**src/rtl/demux1_4_16bit_buf.sv**
```systemverilog
// Registered 1-to-4 word distributor: each accepted word lands in one of four
// single-entry slots (A..D) and stays there until that slot's consumer acks it.
module demux1_4_16bit_buf #(
    parameter int CNT_W = 8
) (
    input  logic             clk,
    input  logic             rst,
    input  logic [15:0]      In,
    input  logic [1:0]       S,
    input  logic             InValid,
    output logic             InReady,
    output logic [15:0]      OutA,
    output logic [15:0]      OutB,
    output logic [15:0]      OutC,
    output logic [15:0]      OutD,
    output logic             ValA,
    output logic             ValB,
    output logic             ValC,
    output logic             ValD,
    input  logic             AckA,
    input  logic             AckB,
    input  logic             AckC,
    input  logic             AckD,
    output logic [CNT_W-1:0] Count
);

    typedef enum logic {
        EMPTY = 1'b0,
        FULL  = 1'b1
    } slot_state_e;

    slot_state_e      state_q [4];
    slot_state_e      state_d [4];
    logic [15:0]      data_q  [4];
    logic [15:0]      data_d  [4];
    logic [3:0]       ack;
    logic [3:0]       sel;
    logic [3:0]       val;
    logic             accept;
    logic [CNT_W-1:0] count_q;
    logic [CNT_W-1:0] count_d;

    assign ack = {AckD, AckC, AckB, AckA};

    // A slot being drained this cycle can take a new word at the same edge.
    assign InReady = (state_q[S] == EMPTY) | ack[S];
    assign accept  = InValid & InReady;

    genvar gi;
    generate
        for (gi = 0; gi < 4; gi++) begin : g_slot
            assign sel[gi] = accept && (S == 2'(gi));
            assign val[gi] = (state_q[gi] == FULL);

            always_ff @(posedge clk) begin
                if (!rst) begin
                    state_q[gi] <= EMPTY;
                    data_q[gi]  <= 16'h0000;
                end else begin
                    state_q[gi] <= state_d[gi];
                    data_q[gi]  <= data_d[gi];
                end
            end

            always_comb begin
                state_d[gi] = state_q[gi];
                data_d[gi]  = data_q[gi];
                case (state_q[gi])
                    EMPTY: begin
                        if (sel[gi]) begin
                            state_d[gi] = FULL;
                            data_d[gi]  = In;
                        end
                    end
                    FULL: begin
                        if (sel[gi]) begin
                            data_d[gi] = In;
                        end else if (ack[gi]) begin
                            state_d[gi] = EMPTY;
                        end
                    end
                    default: state_d[gi] = EMPTY;
                endcase
            end
        end
    endgenerate

    always_comb begin
        count_d = count_q;
        if (accept) begin
            count_d = count_q + CNT_W'(1);
        end
    end

    always_ff @(posedge clk) begin
        if (!rst) begin
            count_q <= '0;
        end else begin
            count_q <= count_d;
        end
    end

    assign OutA  = data_q[0];
    assign OutB  = data_q[1];
    assign OutC  = data_q[2];
    assign OutD  = data_q[3];
    assign ValA  = val[0];
    assign ValB  = val[1];
    assign ValC  = val[2];
    assign ValD  = val[3];
    assign Count = count_q;

endmodule

```
**config.mk**
```make
export PLATFORM = sky130hd
export DESIGN_NAME = demux1_4_16bit_buf
export DESIGN_NICKNAME = d
export VERILOG_FILES = /design/src/rtl/demux1_4_16bit_buf.sv
export SDC_FILE = /design/constraint.sdc
export NUM_CORES = 1
export LEC_CHECK = 0
export BUFFER_PORTS_ARGS = -buffer_cell sky130_fd_sc_hd__buf_2
export CAP_MARGIN = 10
export CELL_PAD_IN_SITES_DETAIL_PLACEMENT = 0
export CELL_PAD_IN_SITES_GLOBAL_PLACEMENT = 1
export CORE_ASPECT_RATIO = 1.5
export CORE_MARGIN = 4
export CORE_UTILIZATION = 34
export CTS_CLUSTER_DIAMETER = 60
export DETAILED_ROUTE_END_ITERATION = 7
export PLACE_DENSITY_LB_ADDON = 0.08
export SLEW_MARGIN = 20
export SYNTH_ARGS = -nofsm -noshare
export SYNTH_HDL_FRONTEND = slang
export SYNTH_SLANG_ARGS = --single-unit
```
**constraint.sdc**
```tcl
create_clock -name clk -period 1.9 [get_ports clk]
set_input_delay 0.285 -clock clk [delete_from_list [all_inputs] [get_ports clk]]
set_output_delay 0.285 -clock clk [all_outputs]
set_load 0.005 [all_outputs]
```
==> impl_metrics.ini <==
[run_status]
status = finished clean

[placed_design]
place_area_um2 = 3410
gp_congestion = 0.725
port_buffers = 101
place_hpwl_um = 5850

[critical_path]
crit_chain = nor2b_1 > mux4_2 > buf_4 > or4_4 > a21oi_2
crit_required_ps = 2160
startpoint_type = flip-flop
slowest_delay_ps = 520
worstSetupPathType = flip-flop to flip-flop
crit_path_end_kind = flip-flop
ff2ff_path_depth = 5
slowest_stage = mux4_2
crit_fanout = 11
crit_arrival_ps = 2110

[power]
power_density_nw_per_um2 = 942
internal-power_w = 0.00268
p_leak_nw = 1.60
ir_drop_v = 0.000552
p_sw_share_pct = 23.0
pwr-share-seq_pct = 48.1
p_total_w = 0.00348
p_sw_w = 0.000799
p_clk_share_pct = 44.0
share_comb_of_total_power_pct = 7.9

[synthesis]
synth.top_cell.area_share_pct = 54.4
yosys_warnings = 0
synth_common_cells = 132 x nand2_1, 76 x dfxtp_1, 72 x a21oi_1
seq_area_frac_synth_pct = 54.4
yosysUniqueCellTypes = 24
async_flop_share_pct = 0
synth_nets = 378
ys_ff_latch = 76
yosysMostFrequentCell = nand2_1
synthesis.area_um2 = 2800
syn_inst = 352
synth_area_leader_cell = dfxtp_1
synth_edf_count = 0
synth.avg_cell_area_um2 = 7.94
yosys-top-cells-area = dfxtp_1 54%, nand2_1 18%, a21oi_1 13%
synth_flop_cell = dfxtp_1

[clock_network]
cts.htree.levels = 3
clk_pin_slew_ps = 60
cts_hold_buf = 0
clkSinkCount = 76
cts_buffers = 9
clock_latency_ps = 330
cts_tree = done
clockRootBuffer = clkbuf_16
cts_buffer_depth = 2

[min_path]
holdCritPathClass = input pin to flip-flop
whs_path_depth = 3

[timing]
max_freq_mhz = 542
hold_viol = 0
period_minus_slack_ps = 1840
setup_tns_ps = 0
finalSetupViolCount = 0
worstMarginPinSlew_ps = 700
min_period_over_period_pct = 97.1
slew_violations = 0
timing.slew.headroom_pct = 53.3
fin_skew_ps = 5.84
rsz0062_at_grt = no

[detailed_routing]
via_per_inst = 4.76
vias = 2645
first_pass_iters = 4
drtIter0Drc = 153
wl_um = 8460
ant_nets = 0
drc = 0
wl_per_cell_um = 15.2

[die]
die_w_um = 82.1
start_util_pct = 34.9
pin_count = 102
row_count = 40
die_y_um = 119
coreArea_um2 = 8010
die_area_um2 = 9770

[final_layout]
diodes = 0
fin_area_um2 = 3700
drive_above_1_share_pct = 29.7
fin_util_pct = 46.2
regArea_um2 = 1520
area_growth_pct = 32.2
final_nets = 475
multi_input_area_um2 = 1190
fillCellCount = 852

[grt]
antenna_found_initial = 0
grt_pass1_wl_um = 13400
grt_overflow_total = 0
grt_max_degree = 76
grt_pass1_vias = 2587
grt_usage_pct = 18.4

[job]
drv_cap = 0
## power groups by stage
stage	sequential (W)	clock, W	combinational, W
after detailed placement	0.00171	0	0.000279
after global placement	0.00171	0	0.000278
final	0.00167	0.00153	0.000276
after global routing	0.00168	0.00165	0.000309
after floorplan	0.00171	0	0.000127
after CTS	0.00167	0.00158	0.000283
## layout by cell type (no fill, tap or decap), types with 3 or more instances in the layout
cell type,instances
nand2b_1,3
o21ai_0,6
or3_1,8
a21oi_1,71
buf_2,101
dfxtp_1,75
nand2_1,132
buf_4,7
nor2_1,7
nor2b_4,3
clkbuf_16,9
nand3_1,3
## cell families after synthesis
logic type / synth area share [%]
AOI/OAI and AO/OA: 14.8
adders and majority gates: 0.447
DFF: 54.4
buffers and inverters: 3.62
and+or+nand+nor: 26.0
muxes: 0.805
## metal layers
| layer | routed length [um] | vias to the layer above | global-route usage [%] |
|---|---|---|---|
| met5 | 0 | - | 0 |
| met1 | 3490 | 1215 | 21.4 |
| li1 | - | 1348 | - |
| met3 | 528 | 12 | 5.90 |
| met2 | 4290 | 70 | 30.8 |
| met4 | 157 | 0 | 6.96 |
## final cells by class
type	instances	area share (%)
clock buffer	11	6.84
clock inverter	2	0.338
inverter	3	0.305
multi-input combinational	250	32.1
sequential	76	41.2
tap	105	3.55
timing repair buffer	109	15.6
## metrics by stage
step | hold WS, ps | cells | setup WS, ps
finish | 232 | 556 | 55.3
detailed placement | 446 | 542 | 160
global placement | 439 | 542 | 181
global route | 233 | 556 | 10.7
CTS | 220 | 557 | 13.8
floorplan | 421 | 352 | 278
## state kept, by name, indices dropped and copies added, names as in the netlist
register  flops
Count         8
data_q       64
state_q       4
## worst paths after layout
check | from | to | slack [ps]
hold reg to reg | data_q[0][11] | data_q[0][11] | 450
setup reg to reg | state_q[3] | Count[7] | 60
setup / recovery | state_q[3] | Count[7] | 60
hold / removal | In[2] | data_q[1][2] | 230
## worst max-delay path, delay by kind of cell (launching register included)
family / cells / cell delay (ps)
compound gates: 1 / 130
flops: 1 / 320
mux: 1 / 520
buf+inv: 1 / 190
simple gates: 2 / 620
## timing repair
action                     4_1_cts  5_1_grt
setup buffers                    2        0
gates resized for setup          2        4
pin swaps                        0        0
setup endpoints to repair        1        2
(Power assumes the default switching activity.)
